$ cat config.mk
export PLATFORM = sky130hd
export DESIGN_NAME = fifo_serializer
export DESIGN_NICKNAME = d
export VERILOG_FILES = /design/src/rtl/fifo_serializer.sv
export SDC_FILE = /design/constraint.sdc
export NUM_CORES = 1
export LEC_CHECK = 0
export CORE_MARGIN = 2
export CORE_UTILIZATION = 35
export CTS_CLUSTER_SIZE = 16
export DETAILED_ROUTE_END_ITERATION = 10
export GPL_TIMING_DRIVEN = 0
export HOLD_SLACK_MARGIN = 0.02
export SYNTH_ARGS = -nofsm -noshare
export SYNTH_HDL_FRONTEND = slang
export SYNTH_SLANG_ARGS = --single-unit
$ cat constraint.sdc
create_clock -name clk -period 2.1 [get_ports clk]
set_input_delay 0.525 -clock clk [delete_from_list [all_inputs] [get_ports clk]]
set_output_delay 0.525 -clock clk [all_outputs]
set_load 0.1 [all_outputs]
$ cat src/rtl/fifo_serializer.sv
// Drains datawidth-bit FIFO words as lanewidth-bit lanes, least significant lane first.
// Define FIFO_SER_PARITY_EN to add the out_parity port (XOR of out_data).
module fifo_serializer #(
   parameter int datawidth = 32,
   parameter int lanewidth = 8
) (
   input  logic                 clk,
   input  logic                 rst,
   input  logic                 fifo_empty,
   output logic                 fifo_cs,
   output logic                 fifo_ren,
   input  logic [datawidth-1:0] fifo_dout,
   output logic                 out_valid,
   input  logic                 out_ready,
   output logic [lanewidth-1:0] out_data,
   output logic                 out_last,
`ifdef FIFO_SER_PARITY_EN
   output logic                 out_parity,
`endif
   output logic                 busy
);

   localparam int Lanes = datawidth / lanewidth;
   localparam int CntW  = $clog2(Lanes);
   localparam logic [CntW-1:0] LastCnt = CntW'(Lanes - 1);

   typedef enum logic [1:0] {
      IDLE = 2'd0,
      LOAD = 2'd1,
      SEND = 2'd2
   } state_e;

   state_e                 state_q, state_d;
   logic [datawidth-1:0]   sh_q, sh_d;
   logic [CntW-1:0]        cnt_q, cnt_d;
   logic                   hs;
   logic                   last_hs;

   assign out_valid = (state_q == SEND);
   assign busy      = (state_q != IDLE);
   assign out_data  = sh_q[lanewidth-1:0];
   assign out_last  = out_valid & (cnt_q == LastCnt);
   assign hs        = out_valid & out_ready;
   assign last_hs   = hs & out_last;
   assign fifo_cs   = fifo_ren;

`ifdef FIFO_SER_PARITY_EN
   assign out_parity = ^out_data;
`endif

   // Reads only start from IDLE or on the final-lane handshake; gated by reset.
   always_comb begin
      fifo_ren = 1'b0;
      unique case (state_q)
         IDLE:    fifo_ren = ~fifo_empty;
         SEND:    fifo_ren = last_hs & ~fifo_empty;
         default: fifo_ren = 1'b0;
      endcase
      fifo_ren = fifo_ren & rst;
   end

   always_comb begin
      state_d = state_q;
      sh_d    = sh_q;
      cnt_d   = cnt_q;
      unique case (state_q)
         IDLE: begin
            if (fifo_ren) state_d = LOAD;
         end
         LOAD: begin
            sh_d    = fifo_dout;
            cnt_d   = '0;
            state_d = SEND;
         end
         SEND: begin
            if (hs) begin
               if (out_last) begin
                  state_d = fifo_ren ? LOAD : IDLE;
               end else begin
                  sh_d  = sh_q >> lanewidth;
                  cnt_d = cnt_q + 1'b1;
               end
            end
         end
         default: state_d = IDLE;
      endcase
   end

   always_ff @(posedge clk or negedge rst) begin
      if (!rst) begin
         state_q <= IDLE;
         sh_q    <= '0;
         cnt_q   <= '0;
      end else begin
         state_q <= state_d;
         sh_q    <= sh_d;
         cnt_q   <= cnt_d;
      end
   end

endmodule

==> results.md <==
- Run status: finished clean
- Worst slew margin: 63.98%
- Via count of the first global-routing pass: 1307
- Wire length of the first global-routing pass: 6444 um
- DRT iter0 DRCs: 29
- Worst VDD drop: 0.0007740 V
- TritonCTS buffer count: 5
- Number of max-cap violations: 0
- Number of nets in the final layout: 224
- Cells along the critical path: ha_4 -> a21boi_4 -> nor4b_4 -> buf_6 -> buf_12
- Combined buffer and inverter count along the critical path: 2
- Pre-CTS worst setup slack: -1.294 ns
- Row cnt: 26
- Fraction of the cycle the final worst path needs: 96.85%
- Mean number of vias per cell: 4.651
- Unique masters post-synth: 27
- Worst hold margin: 0.1271 ns
- Residual antenna-violating net count after detailed routing: 0
- Path type of the worst setup path: reg -> out
- Most frequent cells in the layout: dfrtp_1, clkdlybuf4s50_1, mux2_4, mux2_2, buf_4
- Launching instance or port of the critical path: cnt_q[1]
- Clock-pin slew reported for the worst setup and hold paths after clock tree synthesis: 0.07 ns
- RR Startpoint: state_q[0]
- Overall overflow remaining after global route: 0
- Post-CTS Hold Fix Bufs: 0
- First-pass detailed-route iteration total: 3
- DR WL/cell: 14.81 um
- Areal power density over the cells: 1634 mW/mm^2
- Largest net degree at the start of global routing: 39
- Max-slew violation count: 0
- Critical Path Start Type: register
- Antenna diode instance count: 0
- RSZ-0062 raised after global routing: yes
- Pin slew with the least headroom to its limit: 0.5426 ns
- Number of flops mapped to enable cells by yosys: 0
- Portion of the post-synthesis area used by sequential elements: 47.09%
- Highest attainable clock frequency: 0.4917 GHz
- Asr flop ratio synth: 100.0%
- Last weighted congestion value of the routability-driven placer: 0.7071
- Insertion delay of the later-clocked pin in the worst-skew pair: 0.29 ns
- Most common cell after layout, fill and taps aside: dfrtp_1
- Static leakage: 1.179 nW
- Maximum level of the CTS H-tree: 2
- # clock sinks: 36
- Clk_skew: 0.003857 ns
- Detailed-placement wirelength estimate: 2724 um
- Post-Synthesis Net Count: 169
- Utilization after layout: 49.98%
- Total via count in the routed design: 1200
- CP Data Arrival Time: 1.51 ns
- Post-synthesis register bit count: 36
- Largest stage delay on the critical path: 0.39 ns
- Core box area: 0.005205 sq mm
- Cell area after layout: 0.002601 sq mm
- Largest fanout on the critical path: 5
- Crit path max-delay family: flip-flops
- Final WL: 3820 um
- Total of endpoints with negative setup slack in the final report: 0
- Area added between synthesis and finish: 35.97%
- Min cycle time layout: 2.034 ns
- CTS Buffer Depth: 2
- Starting Density: 36.75%
- Initial antenna violation count: 0
- Type of the most critical hold path: in -> async
- Port Buffers: 48
- Setup slack of the critical path after layout: 0.06608 ns
- Overall fraction of global-route tracks in use: 13.69%
- Share of layout cells above drive strength 1: 45.21%
- Combined area of all synthesized cells: 0.001913 sq mm
- Die width: 77.93 um
- Required time reported for the critical path endpoint: 1.57 ns
- Number of design rule violations left after detail routing: 0
- Hold Vio Cnt, Final: 0
- Placed cell areas: 0.002520 sq mm
- Root buffer selected by CTS: clkbuf_8
- Number of primary I/O pins: 49
- Crit-path slowest cell: dfrtp_1
- Post-Syn Instances: 132
- Area of the die: 0.006073 sq mm
- Crit end category: output port
- Yosys warning count: 0
- Synthesized area divided by synthesized cell count: 14.49 sq um
- Dominant synthesized flop cell: dfrtp_1
- DIE HEIGHT: 77.93 um
- CTS tree: done
-- worst paths after layout --
| check | end | slack, ns | cells after the start |
|---|---|---|---|
| worst min-delay path | sh_q[21] | 0.13 | 1 |
| worst max-delay path | fifo_ren | 0.07 | 5 |
| max in group asynchronous | state_q[1] | 1.69 | 1 |
| min in group clk | sh_q[0] | 0.49 | 1 |
| worst max register to register | sh_q[9] | 0.36 | 6 |
| worst min register to register | sh_q[0] | 0.49 | 1 |
-- power breakdown --
part / switching (mW) / total (mW) / internal (mW)
clock network: 0.250 / 0.517 / 0.267
registers: 0.204 / 1.24 / 1.04
logic: 1.35 / 2.49 / 1.14
total: 1.80 / 4.25 / 2.45
-- state kept, by name, summed over array words and instances (netlist names) --
name	cells
cnt_q	2
sh_q	32
state_q	2
-- worst register-to-register path, cell delays in order, from the launching register on --
cell and delay (ns):
dfrtp_1 0.37, buf_2 0.18, nor2b_4 0.14, buf_12 0.17
buf_6 0.17, mux2_2 0.34, mux2_4 0.25
-- per-stage QoR --
stage                     std cells  setup TNS (ns)  total power [mW]
after global routing            258        -0.01968             4.480
final                           258               0             4.252
after detailed placement        250          -6.093             3.822
after floorplan                 132         -0.6995             3.320
after global placement          250          -21.03             3.782
after CTS                       258        -0.04775             4.314
-- cell type report --
type                       count  area [sq um]
multi-input combinational     76         879.6
sequential                    36         902.1
clock inverter                 1         7.507
tap                           70         87.58
inverter                       3         11.26
fill                         473          2604
buffer                        16         162.7
clock buffer                   7         86.33
timing repair buffer          49         464.2
-- Yosys cell counts (2+ instances only) --
cell / count / area share [%]
a21o_1: 2 / 0.78
a22o_1: 8 / 3.7
buf_12: 2 / 2.1
buf_4: 9 / 3.5
buf_6: 4 / 2.4
dfrtp_1: 36 / 47
inv_1: 3 / 0.59
mux2_1: 8 / 4.7
mux2_2: 20 / 12
mux2_4: 20 / 16
nor2b_1: 2 / 0.65
nor4b_1: 2 / 0.92
o22ai_1: 2 / 0.65
-- logic make-up (layout without fill, tap and decap cells) --
kind of cell,after synthesis,in the layout,share of synthesized area (%)
and+or+nand+nor,10,10,3.859
adders and majority gates,1,1,0.6539
muxes,49,49,32.70
buffers and inverters,20,76,9.025
DFF,36,36,47.09
AOI/OAI and AO/OA,16,16,6.671
-- what timing repair did --
item,CTS,global route
setup endpoints to repair,13,11
gates resized for setup,55,12
hold endpoints to repair,0,0
setup buffers,1,0
pin swaps,0,1
-- layer usage --
metal	share of wire, %	global-route usage (%)	wire, um	vias to the layer above
li1	-	-	-	575
met1	48	18.75	1842	585
met2	46	21.29	1761	33
met3	4.5	3.488	172	7
met4	1.2	4.211	44	0
met5	0	0	0	-
(Power assumes the default switching activity.)
